`src/rtl/pipeline_hazard_ctrl.sv`:
```
`default_nettype none
// ============================================================================
//  Module   : pipeline_hazard_ctrl
//  Purpose  : Central stall/flush sequencer for a 5-stage RISC-V pipeline
//             (IF/ID, ID/EX, EX/MEM, MEM/WB). It detects load-use hazards
//             and MEM-resolved control redirects (taken branch, jal, jalr).
//             It freezes the pipeline while data memory is busy, flags a
//             sticky error when memory never answers, and keeps saturating
//             stall and flush performance counters.
//  Ports    :
//    clk, rst_n            clock (rising edge), synchronous active-low reset
//    id_rs1/id_rs2         source registers of the ID instruction
//    id_uses_rs1/rs2       ID instruction actually reads rs1/rs2
//    ex_rd, ex_memtoreg,   EX destination, load flag, register-write flag
//    ex_regwrite
//    mem_branch/zero/      MEM-stage control bits that resolve redirects
//    jal/jalr
//    mem_req, dmem_ready   MEM data access request / memory completion
//    pc_en .. mem_wb_en    stage-register load enables
//    *_flush               load a bubble into the stage register
//    redirect              PC takes the branch/jump target
//    mem_timeout           sticky memory-timeout error flag
//    stall_cycles          saturating count of cycles with pc_en=0
//    flush_count           saturating count of redirects
//  Revision : 1.0  initial release
// ============================================================================
module pipeline_hazard_ctrl #(
    parameter int MAX_WAIT = 16,
    parameter int CNT_W    = 16
) (
    input  logic             clk,
    input  logic             rst_n,
    input  logic [4:0]       id_rs1,
    input  logic [4:0]       id_rs2,
    input  logic             id_uses_rs1,
    input  logic             id_uses_rs2,
    input  logic [4:0]       ex_rd,
    input  logic             ex_memtoreg,
    input  logic             ex_regwrite,
    input  logic             mem_branch,
    input  logic             mem_zero,
    input  logic             mem_jal,
    input  logic             mem_jalr,
    input  logic             mem_req,
    input  logic             dmem_ready,
    output logic             pc_en,
    output logic             if_id_en,
    output logic             id_ex_en,
    output logic             ex_mem_en,
    output logic             mem_wb_en,
    output logic             if_id_flush,
    output logic             id_ex_flush,
    output logic             ex_mem_flush,
    output logic             redirect,
    output logic             mem_timeout,
    output logic [CNT_W-1:0] stall_cycles,
    output logic [CNT_W-1:0] flush_count
);

    localparam int WCW = $clog2(MAX_WAIT + 1);
    localparam logic [WCW-1:0] WAIT_LAST = WCW'(MAX_WAIT - 1);

    typedef enum logic [1:0] {
        RUN      = 2'd0,
        MEM_WAIT = 2'd1,
        ERROR    = 2'd2
    } state_t;

    state_t         state;
    state_t         state_nxt;
    logic [WCW-1:0] wait_cnt;
    logic [WCW-1:0] wait_cnt_nxt;
    logic           timeout_nxt;
    logic           pipe_go;   // memory is satisfied: apply br/lu/normal rules
    logic           br;
    logic           lu;

    assign br = (mem_branch & mem_zero) | mem_jal | mem_jalr;

    // Register x0 is never a real dependency, so a load to x0 never stalls.
    assign lu = ex_memtoreg & ex_regwrite & (ex_rd != 5'd0) &
                ((id_uses_rs1 & (id_rs1 == ex_rd)) |
                 (id_uses_rs2 & (id_rs2 == ex_rd)));

    // ------------------------------------------------------------------
    // Next-state and Mealy outputs
    // ------------------------------------------------------------------
    always_comb begin
        state_nxt    = state;
        wait_cnt_nxt = wait_cnt;
        timeout_nxt  = mem_timeout;
        pipe_go      = 1'b0;
        pc_en        = 1'b0;
        if_id_en     = 1'b0;
        id_ex_en     = 1'b0;
        ex_mem_en    = 1'b0;
        mem_wb_en    = 1'b0;
        if_id_flush  = 1'b0;
        id_ex_flush  = 1'b0;
        ex_mem_flush = 1'b0;
        redirect     = 1'b0;

        case (state)
            RUN: begin
                if (mem_req && !dmem_ready) begin
                    // Whole pipeline freezes; a pending redirect waits for
                    // the ready cycle so it is counted exactly once.
                    state_nxt    = MEM_WAIT;
                    wait_cnt_nxt = WCW'(1);
                end else begin
                    pipe_go = 1'b1;
                end
            end
            MEM_WAIT: begin
                if (dmem_ready) begin
                    pipe_go      = 1'b1;
                    state_nxt    = RUN;
                    wait_cnt_nxt = '0;
                end else if (wait_cnt == WAIT_LAST) begin
                    state_nxt   = ERROR;
                    timeout_nxt = 1'b1;
                end else begin
                    wait_cnt_nxt = wait_cnt + WCW'(1);
                end
            end
            ERROR: begin
                // Frozen until reset.
            end
            default: begin
                state_nxt = RUN;
            end
        endcase

        if (pipe_go) begin
            if (br) begin
                // Redirect squashes the younger instructions, including the
                // one in ID, so a concurrent load-use hazard is moot.
                pc_en        = 1'b1;
                if_id_en     = 1'b1;
                id_ex_en     = 1'b1;
                ex_mem_en    = 1'b1;
                mem_wb_en    = 1'b1;
                if_id_flush  = 1'b1;
                id_ex_flush  = 1'b1;
                ex_mem_flush = 1'b1;
                redirect     = 1'b1;
            end else if (lu) begin
                // Hold IF and ID, insert one bubble into EX; the load moves on
                // so the hazard clears on the following cycle.
                id_ex_en    = 1'b1;
                id_ex_flush = 1'b1;
                ex_mem_en   = 1'b1;
                mem_wb_en   = 1'b1;
            end else begin
                pc_en     = 1'b1;
                if_id_en  = 1'b1;
                id_ex_en  = 1'b1;
                ex_mem_en = 1'b1;
                mem_wb_en = 1'b1;
            end
        end

        if (!rst_n) begin
            pc_en        = 1'b0;
            if_id_en     = 1'b0;
            id_ex_en     = 1'b0;
            ex_mem_en    = 1'b0;
            mem_wb_en    = 1'b0;
            if_id_flush  = 1'b1;
            id_ex_flush  = 1'b1;
            ex_mem_flush = 1'b1;
            redirect     = 1'b0;
        end
    end

    // ------------------------------------------------------------------
    // State, wait counter, error flag and performance counters
    // ------------------------------------------------------------------
    always_ff @(posedge clk) begin
        if (!rst_n) begin
            state        <= RUN;
            wait_cnt     <= '0;
            mem_timeout  <= 1'b0;
            stall_cycles <= '0;
            flush_count  <= '0;
        end else begin
            state       <= state_nxt;
            wait_cnt    <= wait_cnt_nxt;
            mem_timeout <= timeout_nxt;
            if (!pc_en && (stall_cycles != {CNT_W{1'b1}})) begin
                stall_cycles <= stall_cycles + CNT_W'(1);
            end
            if (redirect && (flush_count != {CNT_W{1'b1}})) begin
                flush_count <= flush_count + CNT_W'(1);
            end
        end
    end

endmodule
`default_nettype wire

```
`config.mk`:
```
export PLATFORM = sky130hd
export DESIGN_NAME = pipeline_hazard_ctrl
export DESIGN_NICKNAME = d
export VERILOG_FILES = /design/src/rtl/pipeline_hazard_ctrl.sv
export SDC_FILE = /design/constraint.sdc
export NUM_CORES = 1
export LEC_CHECK = 0
export CAP_MARGIN = 20
export CELL_PAD_IN_SITES_DETAIL_PLACEMENT = 0
export CELL_PAD_IN_SITES_GLOBAL_PLACEMENT = 1
export CORE_MARGIN = 2
export CORE_UTILIZATION = 36
export CTS_CLUSTER_SIZE = 12
export DETAILED_ROUTE_END_ITERATION = 10
export PLACE_DENSITY = 0.94
export SETUP_SLACK_MARGIN = 0.15
export SLEW_MARGIN = 20
export SYNTH_ARGS = -nofsm -noshare
export SYNTH_HDL_FRONTEND = slang
export SYNTH_SLANG_ARGS = --single-unit
```
`constraint.sdc`:
```
create_clock -name clk -period 2.8 [get_ports clk]
set_input_delay 0.42 -clock clk [delete_from_list [all_inputs] [get_ports clk]]
set_output_delay 0.42 -clock clk [all_outputs]
set_load 0.005 [all_outputs]
```
Word-level counts from Yosys, hierarchy flattened
Index checks and enable logic that the tools add are counted.
Operators by class
  bitwise operators: 11
  multiplexer cells: 25
  reductions and logical operators: 11
  div/mod/pow operators: 0
  multipliers: 0
  shift operators: 0
  $add $sub $neg: 3
  $lt $le $gt $ge: 0
  equality and inequality tests: 10
Operator list (count)
  adder 16 x 1 -> 16 bit (second input constant): 2
  inequality test 16 bit (second input constant): 2
  2-to-1 mux 1 bit: 16
  2-to-1 mux 5 bit: 3
  == test 5 bit: 2
  case mux 5 bit (2 select lines): 1
  AND reduction 3 bit: 3
  bitwise AND 1 bit: 6
  2-to-1 mux 2 bit: 3
  inequality test 3 bit (second input constant): 2
  case mux 2 bit (3 select lines): 1
  adder 5 x 1 -> 5 bit (second input constant): 1
  == test 5 x 4 -> 1 bit (second input constant): 1
  nonzero test 5 bit: 1
  logical AND 1 bit: 3
  bitwise OR 1 bit: 3
  == test 2 x 1 -> 1 bit (second input constant): 1
  == test 2 bit (second input constant): 1
  zero test 1 bit: 2
  zero test 2 bit: 1
  inequality test 2 bit (second input constant): 1
  NOT 1 bit: 2
  case mux 1 bit (2 select lines): 1
  nonzero test 2 bit: 1
Storage, ports and cells
  RAM bits: 0
  bits in registers: 40
  output and inout bits: 42
  bits in latches: 0
  memories kept: 0
  memory bits (read-only): 0
  word-level logic and storage cells: 65

Logic depth before layout (Yosys ltp)
Gate-level depths: netlist of run 1.
  depth in word-level cells: 10
  gate-level depth with buffers: 9

Worst setup path after synthesis of run 1
Ideal clock, no wire load.
  kind: input -> output
  start: input port ex_rd[1]
  end: output port pc_en
  arrival: 1.802 ns
  stages on the path: 5
  setup slack: 0.578 ns
  cell sequence: or4_4 o211ai_4 and2b_2 a21boi_0 buf_4
On the way
  cells in the longest elaborated chain, start to end: 8
Ends and longest elaborated chain
  start: declaration: RTL line 37  | input logic [4:0] ex_rd,
  == test 5 bit, on equally long branches: RTL line 82, 83
  bitwise AND 1 bit, on equally long branches: RTL line 82, 83
  bitwise OR 1 bit: RTL line 82  | ((id_uses_rs1 & (id_rs1 == ex_rd)) |
  bitwise AND 1 bit (*): RTL line 81  | assign lu = ex_memtoreg & ex_regwrite & (ex_rd != 5'd0) &
  2-to-1 mux 1 bit (*) (4 in a row)
  end: declaration: RTL line 46  | output logic pc_en,
Every way passes the cells marked *; elsewhere a longest branch is shown, timed or not.

Worst setup path after layout of run 1
  start: input port ex_rd[1]
  end: output port id_ex_flush
On the way
  cells in the longest elaborated chain, start to end: 8
Ends and longest elaborated chain
  == test 5 bit, on equally long branches: RTL line 82, 83
  bitwise AND 1 bit, on equally long branches: RTL line 82, 83
  bitwise OR 1 bit: RTL line 82
  bitwise AND 1 bit (*): RTL line 81
  2-to-1 mux 1 bit (*): RTL line 147  | end else if (lu) begin
  2-to-1 mux 1 bit (*): RTL line 135  | if (br) begin
  2-to-1 mux 1 bit (*): RTL line 134  | if (pipe_go) begin
  2-to-1 mux 1 bit (*): RTL line 163  | if (!rst_n) begin
  end: declaration: RTL line 52  | output logic id_ex_flush,
Marked as above.

==> flow_metrics.env, run 1 <==
export IMPL_outcome="completed"
export IMPL_cts_root_buf="clkbuf_8"
export IMPL_gp_congestion=0.813
export IMPL_dieHeight_um=81.8
export IMPL_worst_pin_slew_ns=0.375
export IMPL_mostFrequentLayoutCell="clkdlybuf4s50_1"
export IMPL_antenna_found_initial=0
export IMPL_cts_max_path_buffers=2
export IMPL_avgSynthCellArea_um2=8.51
export IMPL_setup_tns_ns=0
export IMPL_pin_count=69
export IMPL_routed_wirelength_um=5260
export IMPL_slew_violations=0
export IMPL_core_um2=5890
export IMPL_ant_nets=0
export IMPL_yosysWarnings=0
export IMPL_period_share_pct=90.1
export IMPL_combinationalPowerShare_pct=15.8
export IMPL_vias_per_cell=5.17
export IMPL_fin_crit_ns=2.52
export IMPL_hold_viol_final=0
export IMPL_netlist_area_um2=2180
export IMPL_critPathRequiredTime_ns=2.38
export IMPL_clock_power_share_pct=31.8
export IMPL_place_area_um2=2970
export IMPL_die_area_um2=6690
export IMPL_power_share_sequential_pct=52.3
export IMPL_nets=365
export IMPL_drt_iter0_drc=73
export IMPL_grt_usage_pct=16.2
export IMPL_total_leakage_power_nw=1.07
export IMPL_path_max_fanout=2
export IMPL_worstPathArrival_ns=2.10
export IMPL_cts_tree="done"
export IMPL_ys_types=47
export IMPL_hold_ws_ns=0.484
export IMPL_holdBufCountCts=0
export IMPL_numCtsBuffers=5
export IMPL_grt_max_degree=23
export IMPL_synth_edf_count=0
export IMPL_clk_pin_slew_ns=0.07
export IMPL_fin_worst_skew_ns=0.00923
export IMPL_rows=28
export IMPL_slew_headroom_pct=74.8
export IMPL_maxCapViolations=0
export IMPL_async_flop_share_pct=0
export IMPL_postSynthCellCount=256
export IMPL_ir_drop_mv=0.348
export IMPL_hpwl_um=4150
export IMPL_fillerInstances=563
export IMPL_ys_seq_elements=40
export IMPL_drtPass1Iterations=4
export IMPL_clk_latency_ns=0.29
export IMPL_numPortBuffers=68
export IMPL_hold_path_class="reg -> reg"
export IMPL_final_cell_mix="clkdlybuf4s50_1, dfxtp_1, nor2_1, nand2_1, o21ai_0"
export IMPL_pre_cts_slack_ns=-0.263
export IMPL_area_delta_synth_final_pct=40.4
export IMPL_h_tree_depth=2
export IMPL_ys_flop_type="dfxtp_1"
export IMPL_stdcell_count=409
export IMPL_final_area_um2=3060
export IMPL_initial_core_util_pct=37.0
export IMPL_setup_viol=0
export IMPL_fin_ws_ns=0.277
export IMPL_cp_start_kind="input port"
export IMPL_synth_top_area_share_pct=36.8
export IMPL_drive_above_1_share_pct=12.0
export IMPL_clkSinkCount=40
export IMPL_gr_total_overflow=0
export IMPL_placed_cells=400
export IMPL_critical_path_class="in -> out"
export IMPL_drc=0
export IMPL_power_switching_mw=0.281
export IMPL_vias=2115
export IMPL_wl_per_cell_um=12.9
export IMPL_power_internal_mw=0.854
export IMPL_diodes=0
export IMPL_die_w_um=81.8
export IMPL_synth_nets=287
export IMPL_powerDensity_nw_per_um2=371
export IMPL_grt_first_pass_wirelength_um=8570
export IMPL_synth_seq_area_share_pct=36.8
export IMPL_synth_area_top_cells="dfxtp_1, xnor2_1, o21ai_0"
export IMPL_cp_end_kind="primary output"
export IMPL_swShare_pct=24.7
export IMPL_max_freq_mhz=396
export IMPL_grt_pass1_vias=1943
export IMPL_rsz0062_at_grt="false"
export IMPL_yosys_area_top_type="dfxtp_1"
## state kept, by name, summed over array words and instances, names as in the netlist
| name | flops |
|---|---|
| wait_cnt | 5 |
| flush_count | 16 |
| mem_timeout | 1 |
| stall_cycles | 16 |
| state | 2 |
## area by class of cell
type                    count  area (µm²)  share of cell area [%]
flip-flops and latches     40         801                    26.2
multi-input cells         196        1270                    41.6
clock inverters             1        5.00                   0.164
well taps                  75        93.8                    3.07
clock buffers               6        72.6                    2.37
inverters                   7        26.3                   0.859
repair buffers             84         788                    25.8
## synth_stat cells, types with 4 or more instances
library cell,instances
inv_1,6
nor2_1,23
nand4_1,10
and3_1,6
or3_1,15
xor2_1,7
nand2_1,20
ha_1,4
a21oi_1,19
nand3_1,12
and2_1,4
dfxtp_1,40
buf_4,5
xnor2_1,14
o21ai_0,20
## power by group through the flow
stage / logic [mW] / registers, mW / clock network (mW)
3_5_place_dp: 0.184 / 0.607 / 0
5_1_grt: 0.198 / 0.597 / 0.396
4_1_cts: 0.183 / 0.594 / 0.377
2_1_floorplan: 0.0836 / 0.604 / 0
3_3_place_gp: 0.179 / 0.607 / 0
6_report: 0.180 / 0.594 / 0.361
## cell families (layout without fill, tap and decap cells)
family | after synthesis | count (layout) | share of synthesized area, %
buffers and inverters | 20 | 98 | 5.05
multiplexers | 3 | 3 | 1.38
flip-flops | 40 | 40 | 36.8
AO/OA/AOI/OAI | 58 | 58 | 17.2
adder cells (fa/ha/maj) | 4 | 4 | 2.30
AND/OR/NAND/NOR | 110 | 110 | 28.9
XOR/XNOR | 21 | 21 | 8.44
## final timing paths
check	to	startpoint	cells past startpoint	slack (ns)
worst max-delay path	id_ex_flush	ex_rd[1]	6	0.28
worst min-delay path	mem_timeout$_SDFFE_PN0P_	mem_timeout$_SDFFE_PN0P_	2	0.48
worst max register to register	stall_cycles[15]$_SDFFE_PN0P_	stall_cycles[0]$_SDFFE_PN0P_	8	0.66
worst min register to register	mem_timeout$_SDFFE_PN0P_	mem_timeout$_SDFFE_PN0P_	2	0.48
## stage by stage
step | util, % | power, mW
2_1_floorplan | - | 0.688
3_3_place_gp | 50.5 | 0.786
3_5_place_dp | 50.5 | 0.792
4_1_cts | 51.9 | 1.15
5_1_grt | 52.0 | 1.19
6_report | 52.0 | 1.14
## repair_timing
action,in CTS,in global routing
gates cloned,0,0
pin swaps,2,0
gates resized for setup,14,1
buffers inserted,2,0
endpoints found under the setup margin,3,1
## metal layers
metal	global-route usage, %	up-vias	wire length, µm
met3	3.30	11	198
met5	0	-	0
met1	20.4	990	2300
met4	6.33	0	100
li1	-	1073	-
met2	27.2	41	2660
## critical path, cell delays in order
cell and delay [ns]:
dlygate4sd2_1 0.25, or4_4 0.55, o211ai_4 0.19, and2b_2 0.26, a21o_1 0.17, dlygate4sd2_1 0.26
No activity file was read; power rests on OpenSTA's default activity.
==> run 2: changes to the inputs <==
--- a/config.mk
+++ b/config.mk
@@ -9,10 +9,10 @@
 export CELL_PAD_IN_SITES_DETAIL_PLACEMENT = 0
 export CELL_PAD_IN_SITES_GLOBAL_PLACEMENT = 1
 export CORE_MARGIN = 2
-export CORE_UTILIZATION = 36
+export CORE_UTILIZATION = 30
 export CTS_CLUSTER_SIZE = 12
 export DETAILED_ROUTE_END_ITERATION = 10
-export PLACE_DENSITY = 0.94
+export PLACE_DENSITY = 0.85
 export SETUP_SLACK_MARGIN = 0.15
 export SLEW_MARGIN = 20
 export SYNTH_ARGS = -nofsm -noshare
==> constraint.sdc (replaced) <==
create_clock -name clk -period 2.1 [get_ports clk]
set_input_delay 0.315 -clock clk [delete_from_list [all_inputs] [get_ports clk]]
set_output_delay 0.315 -clock clk [all_outputs]
set_load 0.005 [all_outputs]
==> flow_metrics.env, run 2 (synthesis gave the netlist of run 1 again) <==
export IMPL_gr_total_overflow=0
export IMPL_fillerInstances=703
export IMPL_outcome="completed"
export IMPL_dr_max_layer_used="met4"
export IMPL_drtPass1Iterations=4
export IMPL_h_tree_depth=2
export IMPL_routed_wirelength_um=5800
export IMPL_setup_viol=0
export IMPL_holdBufCountCts=0
export IMPL_initial_core_util_pct=30.5
export IMPL_numCtsBuffers=5
export IMPL_area_delta_synth_final_pct=57.4
export IMPL_drive_above_1_share_pct=25.7
export IMPL_m1WireLength_um=2460
export IMPL_mostFrequentLayoutCell="clkdlybuf4s50_1"
export IMPL_pin_count=69
export IMPL_powerDensity_nw_per_um2=453
export IMPL_critPathRequiredTime_ns=1.78
export IMPL_fin_crit_ns=1.98
export IMPL_fin_worst_skew_ns=0.00710
export IMPL_path_max_fanout=2
export IMPL_placed_cells=436
export IMPL_dieHeight_um=89.2
export IMPL_die_area_um2=7960
export IMPL_max_freq_mhz=506
export IMPL_vias_per_cell=4.86
export IMPL_seq_area_um2=815
export IMPL_grt_max_degree=23
export IMPL_hold_path_class="reg -> reg"
export IMPL_setup_tns_ns=0
export IMPL_cts_root_buf="clkbuf_8"
export IMPL_drc=0
export IMPL_period_share_pct=94.1
export IMPL_core_um2=7140
export IMPL_nets=391
export IMPL_cp_start_kind="input port"
export IMPL_clkSinkCount=40
export IMPL_clk_pin_slew_ns=0.07
export IMPL_cts_tree="done"
export IMPL_stdcell_count=457
export IMPL_rsz0062_at_grt="true"
export IMPL_cpLargestDelayFamily="simple AND/OR/NAND/NOR gates"
export IMPL_ant_nets=0
export IMPL_slew_violations=0
export IMPL_drt_iter0_drc=71
export IMPL_critical_path_class="in -> out"
export IMPL_multi_input_area_um2=1380
export IMPL_clk_latency_ns=0.29
export IMPL_wl_per_cell_um=12.7
export IMPL_total_leakage_power_nw=1.28
export IMPL_vias=2221
export IMPL_worstPathArrival_ns=1.66
export IMPL_ir_drop_mv=0.407
export IMPL_worst_pin_slew_ns=0.366
export IMPL_wl_met3_um=250
export IMPL_diodes=0
export IMPL_top_regs="flush_count x16, stall_cycles x16, wait_cnt x5"
export IMPL_final_cell_mix="clkdlybuf4s50_1, buf_4, dfxtp_1, nor2_1"
export IMPL_maxCapViolations=0
export IMPL_grt_pass1_vias=2036
export IMPL_slew_headroom_pct=75.3
export IMPL_die_w_um=89.2
export IMPL_rows=31
export IMPL_antenna_found_initial=0
export IMPL_crit_buf_inv=2
export IMPL_gp_congestion=0.774
export IMPL_cts_max_path_buffers=2
export IMPL_grt_usage_pct=14.4
export IMPL_cp_cell_sequence="buf_6, or4_4, o211ai_4, and2b_2, a21boi_2, buf_2"
export IMPL_grt_first_pass_wirelength_um=9090
export IMPL_cp_end_kind="primary output"
export IMPL_hpwl_um=4200
export IMPL_numPortBuffers=68
export IMPL_dr_wl_met2_um=3040
export IMPL_cpPeakStageDelay_ns=0.53
export IMPL_cpMaxStageDelayCell="or4_4"
export IMPL_hold_viol_final=0
run 2: changes by cell type in the layout (fill, tap and decap cells not counted), sizes merged:
| cell | delta |
|---|---|
| buf | +30 |
| dlygate4sd2 | +8 |
| dlymetal6s2s | +3 |
| clkdlybuf4s50 | -16 |
| clkinv | -1 |
run 2: worst min-delay path: stages, from the launching register on:
cell and delay (ns):
dfxtp_1 0.33, nor2_1 0.05, nor2_1 0.07
run 2: cell type report:
cell class | instances | share of cell area, %
flip-flops and latches | 40 | 23.8
well taps | 99 | 3.61
multi-input cells | 196 | 40.2
clock buffers | 5 | 2.01
inverters | 7 | 0.766
repair buffers | 110 | 29.7
run 2: path summary, 6_finish.rpt:
kind                                start                       endpoint  slack [ns]  depth (start not counted)
max                              ex_rd[3]                          pc_en        0.12                          6
min              mem_timeout$_SDFFE_PN0P_       mem_timeout$_SDFFE_PN0P_        0.48                          2
max reg2reg  stall_cycles[1]$_SDFFE_PN0P_  stall_cycles[11]$_SDFFE_PN0P_        0.15                          8
min reg2reg      mem_timeout$_SDFFE_PN0P_       mem_timeout$_SDFFE_PN0P_        0.48                          2
run 2: what timing repair did:
item | CTS | global route
setup buffers | 12 | 3
gates cloned | 1 | 0
pin swaps | 24 | 7
resized for setup | 56 | 27
setup endpoints to repair | 26 | 23
run 2: power by group:
group          internal [mW]  switching (mW)  total [mW]
sequential             0.775          0.0145       0.790
combinational          0.179           0.125       0.304
clock                  0.214           0.245       0.459
run 2: stage by stage:
step	setup slack, ns	total power [mW]	instance area (µm²)	hold WS [ns]	utilization [%]
after global routing	0.0547	1.63	3430	0.504	48.0
after CTS	0.0322	1.56	3320	0.485	46.5
after global placement	-0.685	1.08	3120	0.466	43.7
after detailed placement	-0.717	1.08	3120	0.464	43.7
final	0.123	1.55	3430	0.482	48.0
after floorplan	0.167	0.923	2190	0.465	-
run 2: per-layer routing:
| metal | track usage [%] | vias up |
|---|---|---|
| met5 | 0 | - |
| met4 | 3.80 | 0 |
| met3 | 3.32 | 6 |
| met2 | 25.5 | 48 |
| met1 | 17.7 | 1038 |
| li1 | - | 1129 |
